$ cat src/rtl/mesi_isc_fifo_bcast_reader.sv
// Consumer end of a mesi_isc basic FIFO: pops into a 2-entry buffer and
// broadcasts the head to CPU_COUNT targets, retiring it once all accepted.
module mesi_isc_fifo_bcast_reader #(
  parameter int DATA_WIDTH = 32,
  parameter int CPU_COUNT  = 4,
  parameter int CNT_WIDTH  = 16
) (
  input  logic                  clk,
  input  logic                  rst,
  input  logic                  fifo_empty_i,
  input  logic [DATA_WIDTH-1:0] fifo_data_i,
  output logic                  fifo_rd_o,
  output logic [CPU_COUNT-1:0]  bc_valid_o,
  input  logic [CPU_COUNT-1:0]  bc_ready_i,
  output logic [DATA_WIDTH-1:0] bc_data_o,
  output logic                  busy_o,
  output logic [CNT_WIDTH-1:0]  fwd_count_o,
  output logic                  err_o
);

  typedef enum logic [1:0] {
    EMPTY = 2'd0,
    ONE   = 2'd1,
    TWO   = 2'd2
  } state_e;

  state_e                state_q, state_d;
  logic [DATA_WIDTH-1:0] head_q, head_d;
  logic [DATA_WIDTH-1:0] tail_q, tail_d;
  logic [CPU_COUNT-1:0]  done_q, done_d;
  logic [CNT_WIDTH-1:0]  fwd_q, fwd_d;
  logic                  err_q, err_d;

  logic                  occ;
  logic                  push;
  logic                  retire;
  logic                  to_head;
  logic [CPU_COUNT-1:0]  acc;

  // State register
  always_ff @(posedge clk or posedge rst) begin
    if (rst) begin
      state_q <= EMPTY;
    end else begin
      state_q <= state_d;
    end
  end

  // Next-state: occupancy moves by push minus retire
  always_comb begin
    state_d = state_q;
    unique case (state_q)
      EMPTY: begin
        if (push) state_d = ONE;
      end
      ONE: begin
        if (push && !retire) state_d = TWO;
        else if (!push && retire) state_d = EMPTY;
      end
      TWO: begin
        if (retire) state_d = ONE;
      end
      default: state_d = EMPTY;
    endcase
  end

  // Outputs: pop never looks at bc_ready_i
  always_comb begin
    occ        = (state_q != EMPTY);
    push       = !rst && !fifo_empty_i && (state_q != TWO);
    bc_valid_o = occ ? ~done_q : '0;
    acc        = bc_valid_o & bc_ready_i;
    retire     = occ && (&(done_q | acc));
    fifo_rd_o  = push;
    busy_o     = occ;
  end

  assign bc_data_o   = head_q;
  assign fwd_count_o = fwd_q;
  assign err_o       = err_q;

  // Datapath next values
  always_comb begin
    head_d  = head_q;
    tail_d  = tail_q;
    to_head = (state_q == EMPTY) || (state_q == ONE && retire);
    if (retire && state_q == TWO) begin
      head_d = tail_q;
    end
    if (push) begin
      if (to_head) head_d = fifo_data_i;
      else         tail_d = fifo_data_i;
    end
    done_d = retire ? '0 : (done_q | acc);
    fwd_d  = fwd_q;
    if (retire && fwd_q != {CNT_WIDTH{1'b1}}) begin
      fwd_d = fwd_q + CNT_WIDTH'(1);
    end
    // a ready on an occupied, not-yet-accepted, non-valid lane is impossible
    err_d = err_q | (occ && |(bc_ready_i & ~bc_valid_o & ~done_q));
  end

  always_ff @(posedge clk or posedge rst) begin
    if (rst) begin
      head_q <= '0;
      tail_q <= '0;
      done_q <= '0;
      fwd_q  <= '0;
      err_q  <= 1'b0;
    end else begin
      head_q <= head_d;
      tail_q <= tail_d;
      done_q <= done_d;
      fwd_q  <= fwd_d;
      err_q  <= err_d;
    end
  end

endmodule

$ cat config.mk
export PLATFORM = sky130hd
export DESIGN_NAME = mesi_isc_fifo_bcast_reader
export DESIGN_NICKNAME = d
export VERILOG_FILES = /design/src/rtl/mesi_isc_fifo_bcast_reader.sv
export SDC_FILE = /design/constraint.sdc
export NUM_CORES = 1
export LEC_CHECK = 0
export ABC_AREA = 0
export CAP_MARGIN = 40
export CORE_ASPECT_RATIO = 0.9
export CORE_MARGIN = 2
export CORE_UTILIZATION = 55
export CTS_BUF_LIST = sky130_fd_sc_hd__clkbuf_4 sky130_fd_sc_hd__clkbuf_8
export CTS_CLUSTER_DIAMETER = 50
export DETAILED_ROUTE_END_ITERATION = 12
export PLACE_DENSITY = 0.95
export SLEW_MARGIN = 25
export SYNTH_ARGS = -nofsm -noshare
export SYNTH_HDL_FRONTEND = slang
export SYNTH_SLANG_ARGS = --single-unit
$ cat constraint.sdc
create_clock -name clk -period 5.3 [get_ports clk]
set_input_delay 0.53 -clock clk [delete_from_list [all_inputs] [get_ports clk]]
set_output_delay 0.53 -clock clk [all_outputs]
set_load 0.01 [all_outputs]
==> results of run 1 <==
-- stage by stage --
step / area, um2 / hold WS, ps / util [%]
final: 5090 / 391 / 76.8
after global routing: 5090 / 409 / 76.8
after CTS: 5090 / 393 / 76.8
after detailed placement: 4810 / 375 / 72.7
after global placement: 4790 / 364 / 72.4
after floorplan: 3780 / 455 / -
-- how the worst max path moves through the flow --
| stage | to | slack, ps | cells past startpoint |
|---|---|---|---|
| 2_1_floorplan | bc_data_o[0] | 2520 | 1 |
| 5_1_grt | fifo_rd_o | 2600 | 4 |
| 4_1_cts | fifo_rd_o | 2660 | 4 |
| 3_5_place_dp | bc_data_o[31] | 2390 | 5 |
| 3_3_place_gp | bc_data_o[31] | 2340 | 5 |
| 6_report | fifo_rd_o | 2640 | 4 |
-- state kept, by name, summed over array words and instances (netlist names) --
register,cells
bc_data_o,32
done_q,4
err_o,1
fwd_count_o,16
state_q,2
tail_q,32
-- synthesized netlist by cell type --
cell type and count:
dfrtp_1 87, nand2b_1 33, o221a_1 30, mux2_2 28, xnor2_1 13, nand4_1 12
nor2_1 12, buf_2 9, nand3_1 6, nor3_1 6, a21oi_1 5, mux2_1 5
and3_1 4, clkbuf_1 4, inv_1 4, nand2_1 4, and2_1 3, buf_6 3
nor4_1 3, ha_1 2, o221a_2 2, o22ai_2 2, or4_1 2, xor2_1 2
inv_2 1, nor3_4 1, o21a_1 1, o21ai_0 1, o311ai_2 1, o32ai_1 1
o41ai_2 1, or3_1 1
-- cells by family after synthesis --
logic type / count (synthesis)
compound gates: 44
mux: 33
flops: 87
buf+inv: 21
xor+xnor: 15
fa+ha+maj: 2
simple gates: 87
-- cell type report --
cell class,instances,share of cell area (%)
sequential,87,42.8
multi-input combinational,181,29.9
timing repair buffer,98,19.3
clock buffer,11,2.85
clock inverter,5,2.53
tap,90,2.21
inverter,5,0.394
-- power groups by stage --
stage	Sequential [mW]	Clock [mW]	Combinational [mW]
after global placement	1.12	0	0.948
final	1.13	0.609	0.982
after CTS	1.13	0.619	0.995
after floorplan	1.15	0	0.493
after global routing	1.16	0.652	1.06
after detailed placement	1.13	0	0.989
-- worst max-delay path: stages --
cell and delay [ps]:
clkdlybuf4s50_1 550, nor2_1 280, and2_1 200, clkdlybuf4s50_1 570
-- layer usage --
metal | wire length (um) | track usage (%) | part of all wire [%]
met3 | 480 | 6.08 | 5.6
met1 | 3690 | 31.1 | 43
met5 | 0 | 0 | 0
met2 | 4130 | 37.7 | 48
met4 | 246 | 11.8 | 2.9
==> metrics.txt, run 1 <==
Post-DRT Antenna Nets=0; commonest non-fill, non-tap cell in the layout=clkdlybuf4s50_1; register area=2180 um2; # nets final=423; Fmax=376 MHz; GR Overflow Total=0; DR pass1 iterations=4; Global Route Usage Sum=between 20% and 30%; count of cell types in the netlist=32; Die H=82.7 um; Hold Crit Depth=0; flop-to-flop setup slack=2990 ps; Final period util=50.2%; global-route wire length before repair=~14 mm; Crit. End Element=primary output; post-synthesis cell area=about 3800 um2; Synth top area share=57.5%; final WL=8.55 mm; Area Growth Syn to Fin=34.4%; clk buf depth=2; clk_skew=6.37 ps; final worst slack=2640 ps; FF-to-FF Start=done_q[0]; initial antenna violation count=0; via/cell ratio=5.83; layout cell share with drive strength beyond 1=15.5%; Startpoint Class=input pin; number of buffers created by CTS=9; post-synthesis compound-gate area fraction=12.3%; critical path required time=4770 ps; PostCTS Resize Cnt=0; # placed instances=461; Sequential Power Share=41.5%; CTS Hold Buffers Added=0; area of the multi-input gates=around 1500 um2; flops & latches, synth=between 80 and 90; Residual DRC=0; setup TNS=0 ps; Setup CP Type=input pin to primary output; Worst Hold Class=flop to flop; Slew HR=53.5%; multiplexer share of the synthesized area=under 10%; # Max-Cap Violations=0; worst IR drop on VDD=0.000379 V; core area=6620 um2; fillers=around 380; initial DRC count=approximately 140; sequential share of the synthesized area=a little under three fifths; Slew @ Worst Pin=696 ps; HPWL Detailed=~5.7 mm; final count of pins violating max slew=0; TritonCTS clock tree=yes; Reg2Reg Depth=4; pre-CTS WS=between 2000 and 2500 ps; largest net degree at the start of global routing=37; vias in the first global route=2785; CP startpoint=rst; sw power=804 uW; ANT cells=0; Clock Sinks=87; power density over the cells=535 nW/um2; hold path startpoint=err_o; Hold Crit Endpoint=err_o; top cells by area, synth=dfrtp_1 (58%), o221a_1 (8.9%), mux2_2 (8.3%), nand2b_1 (5.5%), xnor2_1 (3.0%); crit path max fanout=5; reg2reg end=bc_data_o[31]; Adder-Cell Fraction of Synth Area=0.661%; Initial Utilization=57.1%; Synth area leader=dfrtp_1; RePlAce Congestion=0.837; Hold Vio Cnt, Final=0; Static Leak=2.01 nW; Post-Synth Simple-Gate Area=a little over an eighth; Comb power frac=36.1%; combinational family with the most area after synthesis=simple AND/OR/NAND/NOR gates; drt wl/cell=17.9 um; Worst Path Arrival=2130 ps; Die W=91.4 um; clk slew on worst S/H paths=~80 ps; RSZ-0062 raised after global routing=no; post-CTS setup buffers=0; commonest cells after routing, fill and taps aside=clkdlybuf4s50_1 (93), dfrtp_1 (87), nand2b_1 (33); Synthesized Nets=330; port buffer count=93; synthesis warning total=0; row cnt=28; Mean Syn Cell Area=around 13 um2; internal power=roughly 1.9 mW; non-filler cells, final=between 400 and 500; H-tree Lvls=3; Total Power=2.72 mW; switch share=29.6%; IO Count=94; status=completed; Period minus WS final=2660 ps; die area=7560 um2; final setup fails=0; synthesized instance count=roughly 290; post-synthesis xor/xnor area fraction=3.47%; Clock Latency Late Sink=350 ps; clock root buffer=clkbuf_8; clock share of power=22.4%; routed vias=2782
No activity file was read; power rests on OpenSTA's default activity.
==> run 2, diff against run 1 <==
--- a/config.mk
+++ b/config.mk
@@ -9,11 +9,11 @@
 export CAP_MARGIN = 40
 export CORE_ASPECT_RATIO = 0.9
 export CORE_MARGIN = 2
-export CORE_UTILIZATION = 55
+export CORE_UTILIZATION = 46
 export CTS_BUF_LIST = sky130_fd_sc_hd__clkbuf_4 sky130_fd_sc_hd__clkbuf_8
 export CTS_CLUSTER_DIAMETER = 50
 export DETAILED_ROUTE_END_ITERATION = 12
-export PLACE_DENSITY = 0.95
+export PLACE_DENSITY = 0.88
 export SLEW_MARGIN = 25
 export SYNTH_ARGS = -nofsm -noshare
 export SYNTH_HDL_FRONTEND = slang
==> constraint.sdc (replaced) <==
create_clock -name clk -period 2.2 [get_ports clk]
set_input_delay 0.22 -clock clk [delete_from_list [all_inputs] [get_ports clk]]
set_output_delay 0.22 -clock clk [all_outputs]
set_load 0.01 [all_outputs]
==> run 2 against run 1 <==
Core utilization decreased by 12 points. Clock power increased by 120%. Flip-flop and latch count unchanged. Die area increased by 19%. Final area increased by 2.4%. Sequential power increased by 140%. Register-to-register slack got worse by 2700 ps. Hold slack got worse by 9.8 ps. Critical path depth decreased by 1. Critical path type is now flop to primary output. Largest power group unchanged.
==> metrics.txt, run 2 (synthesis gave the netlist of run 1 again) <==
layout cell share with drive strength beyond 1=17.8% (+2.3 points); vias in the first global route=2876 (+3.3%); die area=8970 um2 (+19%); row cnt=31 (+11%); Clock Latency Late Sink=350 ps (about the same); Hold Vio Cnt, Final=0 (unchanged); H-tree Lvls=3 (unchanged); largest net degree at the start of global routing=47 (+27%); Area Growth Syn to Fin=37.7%; clk slew on worst S/H paths=80 ps (about the same); cell family with most CP delay=buffers and inverters; commonest cells after routing, fill and taps aside=clkdlybuf4s50_1 (93), dfrtp_1 (87), nand2b_1 (33); DR pass1 iterations=4 (unchanged); Final period util=92.2%; initial DRC count=42 (-71%); clock root buffer=clkbuf_8; worst IR drop on VDD=0.000691 V (+82%); fillers=597 (+59%); Bufs and invs on worst path=1 (-1); Initial Utilization=47.1% (-10 points); Slew HR=61.9% (+8.5 points); final WL=8.10 mm (-5.2%); Fmax=roughly 500 MHz; post-route cell area=5210 um2 (+2.4%); clk buf depth=2 (unchanged); Die H=90.0 um (+8.9%); final hold slack=382 ps (-9.81 ps); crit path max fanout=7 (+2); IO Count=94 (unchanged); port buffer count=93 (unchanged); routed vias=2758 (-0.86%); power density over the cells=1250 nW/um2 (+130%); GR Overflow Total=0 (unchanged); final setup fails=0 (unchanged); HPWL Detailed=5.69 mm (+0.38%); TritonCTS clock tree=yes; Worst Hold Class=flop to flop; RSZ-0062 raised after global routing=no; Startpoint Class=flop; CP peak stage delay=570 ps (about the same); initial antenna violation count=0 (unchanged); Worst path slowest cell=clkdlybuf4s50_1; critical path required time=1980 ps (-2790 ps); ANT cells=0 (unchanged); via/cell ratio=5.55 (-4.9%); # nets final=434 (+2.6%); DP Area=4960 um2 (+3.1%); final count of pins violating max slew=0 (unchanged); area of the multi-input gates=1520 um2 (about the same); drt wl/cell=16.3 um (-9.0%); commonest non-fill, non-tap cell in the layout=clkdlybuf4s50_1; Period minus WS final=approximately 2000 ps; status=completed; clk_skew=10.5 ps (+4.17 ps); CTS Hold Buffers Added=0 (unchanged); RePlAce Congestion=0.889 (+6.2%); Worst Path Arrival=1810 ps (-320 ps); global-route wire length before repair=13.7 mm (+0.10%); critical path, cell by cell=nand2b_1 > and2_1 > clkdlybuf4s50_1; Die W=99.6 um (+8.9%); Residual DRC=0 (unchanged); register area=2180 um2 (unchanged); Clock Sinks=87 (unchanged); Crit. End Element=primary output; number of buffers created by CTS=9 (unchanged); flop-to-flop setup slack=290 ps (-2700 ps); Post-DRT Antenna Nets=0 (unchanged); # Max-Cap Violations=0 (unchanged); Static Leak=2.06 nW (+2.6%); Slew @ Worst Pin=571 ps (-125 ps); core area=8030 um2 (+21%); Global Route Usage Sum=19.1% (-4.8 points); Setup CP Type=flop to primary output
[run 2: per-stage QoR]
stage	setup WS (ps)	instances	setup TNS [ps]	util (%)	power, mW
global placement	-53.7	480	-1080	61.6	5.11
detailed placement	41.9	481	0	61.8	5.24
finish	171	497	0	64.9	6.53
CTS	3.94	497	0	64.8	6.59
global route	44.0	497	0	64.9	6.90
floorplan	474	289	0	-	3.96
[run 2: path summary, 6_finish.rpt]
check / start / end / depth (start not counted)
min in group asynchronous: rst / bc_data_o[4] / 4
min: err_o / err_o / 0
min reg2reg: err_o / err_o / 0
max: state_q[0] / fifo_rd_o / 3
max reg2reg: fwd_count_o[0] / fwd_count_o[15] / 5
max in group asynchronous: rst / tail_q[20] / 4
[run 2: report_power, final]
group	internal (mW)	switching (mW)
Clock	0.782	0.557
Combinational	1.52	0.949
Sequential	2.28	0.442
Total	4.58	1.95
[run 2: cell type report]
type	instances	area share (%)
tap	99	2.38
multi-input combinational	181	29.2
timing repair buffer	109	21.5
clock buffer	11	2.67
inverter	5	0.432
clock inverter	5	2.04
sequential	87	41.8
[run 2: metal layers]
layer / GRT usage (%) / vias up / wire length, um
met2: 32.0 / 70 / 4080
met5: 0 / - / 0
met1: 24.3 / 1406 / 3560
li1: - / 1270 / -
met3: 4.59 / 12 / 357
met4: 6.16 / 0 / 106
[run 2: repair_timing]
| action | 4_1_cts | 5_1_grt |
|---|---|---|
| gates resized for setup | 0 | 1 |
| setup endpoints to repair | 0 | 1 |
| setup buffers | 0 | 0 |
==> run 3, diff against run 2 <==
--- a/config.mk
+++ b/config.mk
@@ -7,7 +7,7 @@
 export LEC_CHECK = 0
 export ABC_AREA = 0
 export CAP_MARGIN = 40
-export CORE_ASPECT_RATIO = 0.9
+export CORE_ASPECT_RATIO = 1.75
 export CORE_MARGIN = 2
 export CORE_UTILIZATION = 46
 export CTS_BUF_LIST = sky130_fd_sc_hd__clkbuf_4 sky130_fd_sc_hd__clkbuf_8
==> run 3 against run 2 <==
Worst setup slack got worse by 52 ps. Clock power fell by 13%. Global-route usage is 2.3 points higher. Critical endpoint is now busy_o.
==> metrics.txt, run 3 (synthesis gave the netlist of run 1 again) <==
clk buf depth=2 (unchanged); Bufs and invs on worst path=3 (+2); H-tree Lvls=3 (unchanged); Reg2Reg Depth=5 (unchanged); Period minus WS final=2080 ps (+51.9 ps); # Max-Cap Violations=0 (unchanged); global-route wire length before repair=14.6 mm (+6.2%); IO Count=94 (unchanged); drt wl/cell=18.7 um (+15%); # placed instances=468 (-2.7%); area of the multi-input gates=1520 um2 (-0.16%); Slew HR=52.1% (-9.8 points); final hold slack=391 ps (+9.29 ps); FF-to-FF Start=fwd_count_o[0]; Fmax=481 MHz (-2.5%); cell family with most CP delay=buffers and inverters; RePlAce Congestion=0.879 (-1.1%); layout cell share with drive strength beyond 1=16.8% (-1.1 points); Worst path slowest cell=clkdlybuf4s50_1; Global Route Usage Sum=21.3% (+2.3 points); Area Growth Syn to Fin=35.8%; initial DRC count=196 (+370%); Clock Latency Late Sink=370 ps (+20 ps); PostCTS Resize Cnt=0 (unchanged); RSZ-0062 raised after global routing=no; post-route cell area=5140 um2 (-1.3%); HPWL Detailed=6.48 mm (+14%); # nets final=430 (-0.92%); final worst slack=119 ps (-51.9 ps); post-CTS setup buffers=0 (unchanged); clk slew on worst S/H paths=90 ps (about the same); CP Depth=4 (+1); Startpoint Class=flop; Clock Sinks=87 (unchanged); crit path max fanout=7 (unchanged); Initial Utilization=47.5% (+0.39 points); flop-to-flop setup slack=230 ps (-60 ps); row cnt=43 (+39%); DP Area=4930 um2 (-0.66%); Die W=72.6 um (-27%); Worst Hold Class=flop to flop; commonest non-fill, non-tap cell in the layout=clkdlybuf4s50_1; non-filler cells, final=484 (-2.6%); Hold Vio Cnt, Final=0 (unchanged); die area=9000 um2 (+0.30%); Static Leak=2.03 nW (-1.6%); CP peak stage delay=570 ps (about the same); Final period util=94.6% (+2.4 points); via/cell ratio=5.69 (+2.5%); crit path to=busy_o; power density over the cells=1250 nW/um2 (-0.48%); fillers=608 (+1.8%); Post-DRT Antenna Nets=0 (unchanged); GR Overflow Total=0 (unchanged); Setup CP Type=flop to primary output; CP startpoint=state_q[1]; CTS Hold Buffers Added=0 (unchanged); reg2reg end=fwd_count_o[5]; largest net degree at the start of global routing=37 (-21%); core area=7960 um2 (-0.83%); vias in the first global route=2939 (+2.2%); status=completed; final count of pins violating max slew=0 (unchanged); critical path required time=1980 ps (about the same); clk_skew=16.3 ps (+5.80 ps); number of buffers created by CTS=9 (unchanged); DR pass1 iterations=4 (unchanged); pre-CTS WS=-20.5 ps (-62.4 ps); Worst Path Arrival=1860 ps (+50 ps); final WL=9.07 mm (+12%); port buffer count=93 (unchanged); commonest cells after routing, fill and taps aside=clkdlybuf4s50_1 (93), dfrtp_1 (87), nand2b_1 (33); Slew @ Worst Pin=716 ps (+145 ps); TritonCTS clock tree=yes; Crit. End Element=primary output; initial antenna violation count=0 (unchanged); Total Power=6.41 mW (-1.8%); register area=2180 um2 (unchanged); routed vias=2753 (-0.18%); clock root buffer=clkbuf_8; worst IR drop on VDD=0.000530 V (-23%); final setup fails=0 (unchanged); Die H=124 um (+38%); ANT cells=0 (unchanged); Residual DRC=0 (unchanged); critical path, cell by cell=nor2_1 > buf_4 > inv_1 > clkdlybuf4s50_1
run 3: cell types whose count changed in the layout (fill, tap and decap cells not counted), sizes merged:
| cell | previous run | this run |
|---|---|---|
| buf | 16 | 12 |
| inv | 4 | 8 |
| clkbuf | 11 | 9 |
| bufinv | 3 | 1 |
run 3: cell type report:
cell class              count  area share, %
multi-input cells         181           29.6
repair buffers            105           21.3
flip-flops and latches     87           42.4
inverters                   5          0.438
clock inverters             7           1.68
well taps                  90           2.19
clock buffers               9           2.41
run 3: power by group:
group	switching (mW)	internal, mW
Combinational	0.996	1.51
Sequential	0.462	2.28
Clock	0.620	0.550
Total	2.08	4.33
run 3: routing by layer:
metal	up-vias	global-route usage, %	share of wire, %
met5	-	0	0
met4	0	10.9	3.8
met3	22	5.10	4.3
met2	81	36.9	54
met1	1386	24.1	38
li1	1264	-	-
run 3: worst min-delay path by stage:
stage / cells past startpoint / endpoint / slack [ps] / startpoint
global placement: 0 / err_o / 370 / err_o
detailed placement: 0 / err_o / 370 / err_o
CTS: 0 / err_o / 390 / err_o
global route: 0 / err_o / 400 / err_o
finish: 0 / err_o / 390 / err_o
floorplan: 1 / tail_q[11] / 350 / fifo_data_i[11]
run 3: worst reg2reg max path, delay by kind of cell, from the launching register on:
kind / cells / cell delay [ps]
xor gates and xnor gates: 1 / 130
adders and majority gates: 1 / 270
DFF: 1 / 430
and+or+nand+nor: 3 / 1060
run 3: per-stage QoR:
step                      TNS, ps  utilization, %
after floorplan                 0               -
after global placement          0            61.9
after detailed placement    -78.0            61.9
after CTS                       0            64.5
after global routing            0            64.5
final                           0            64.5
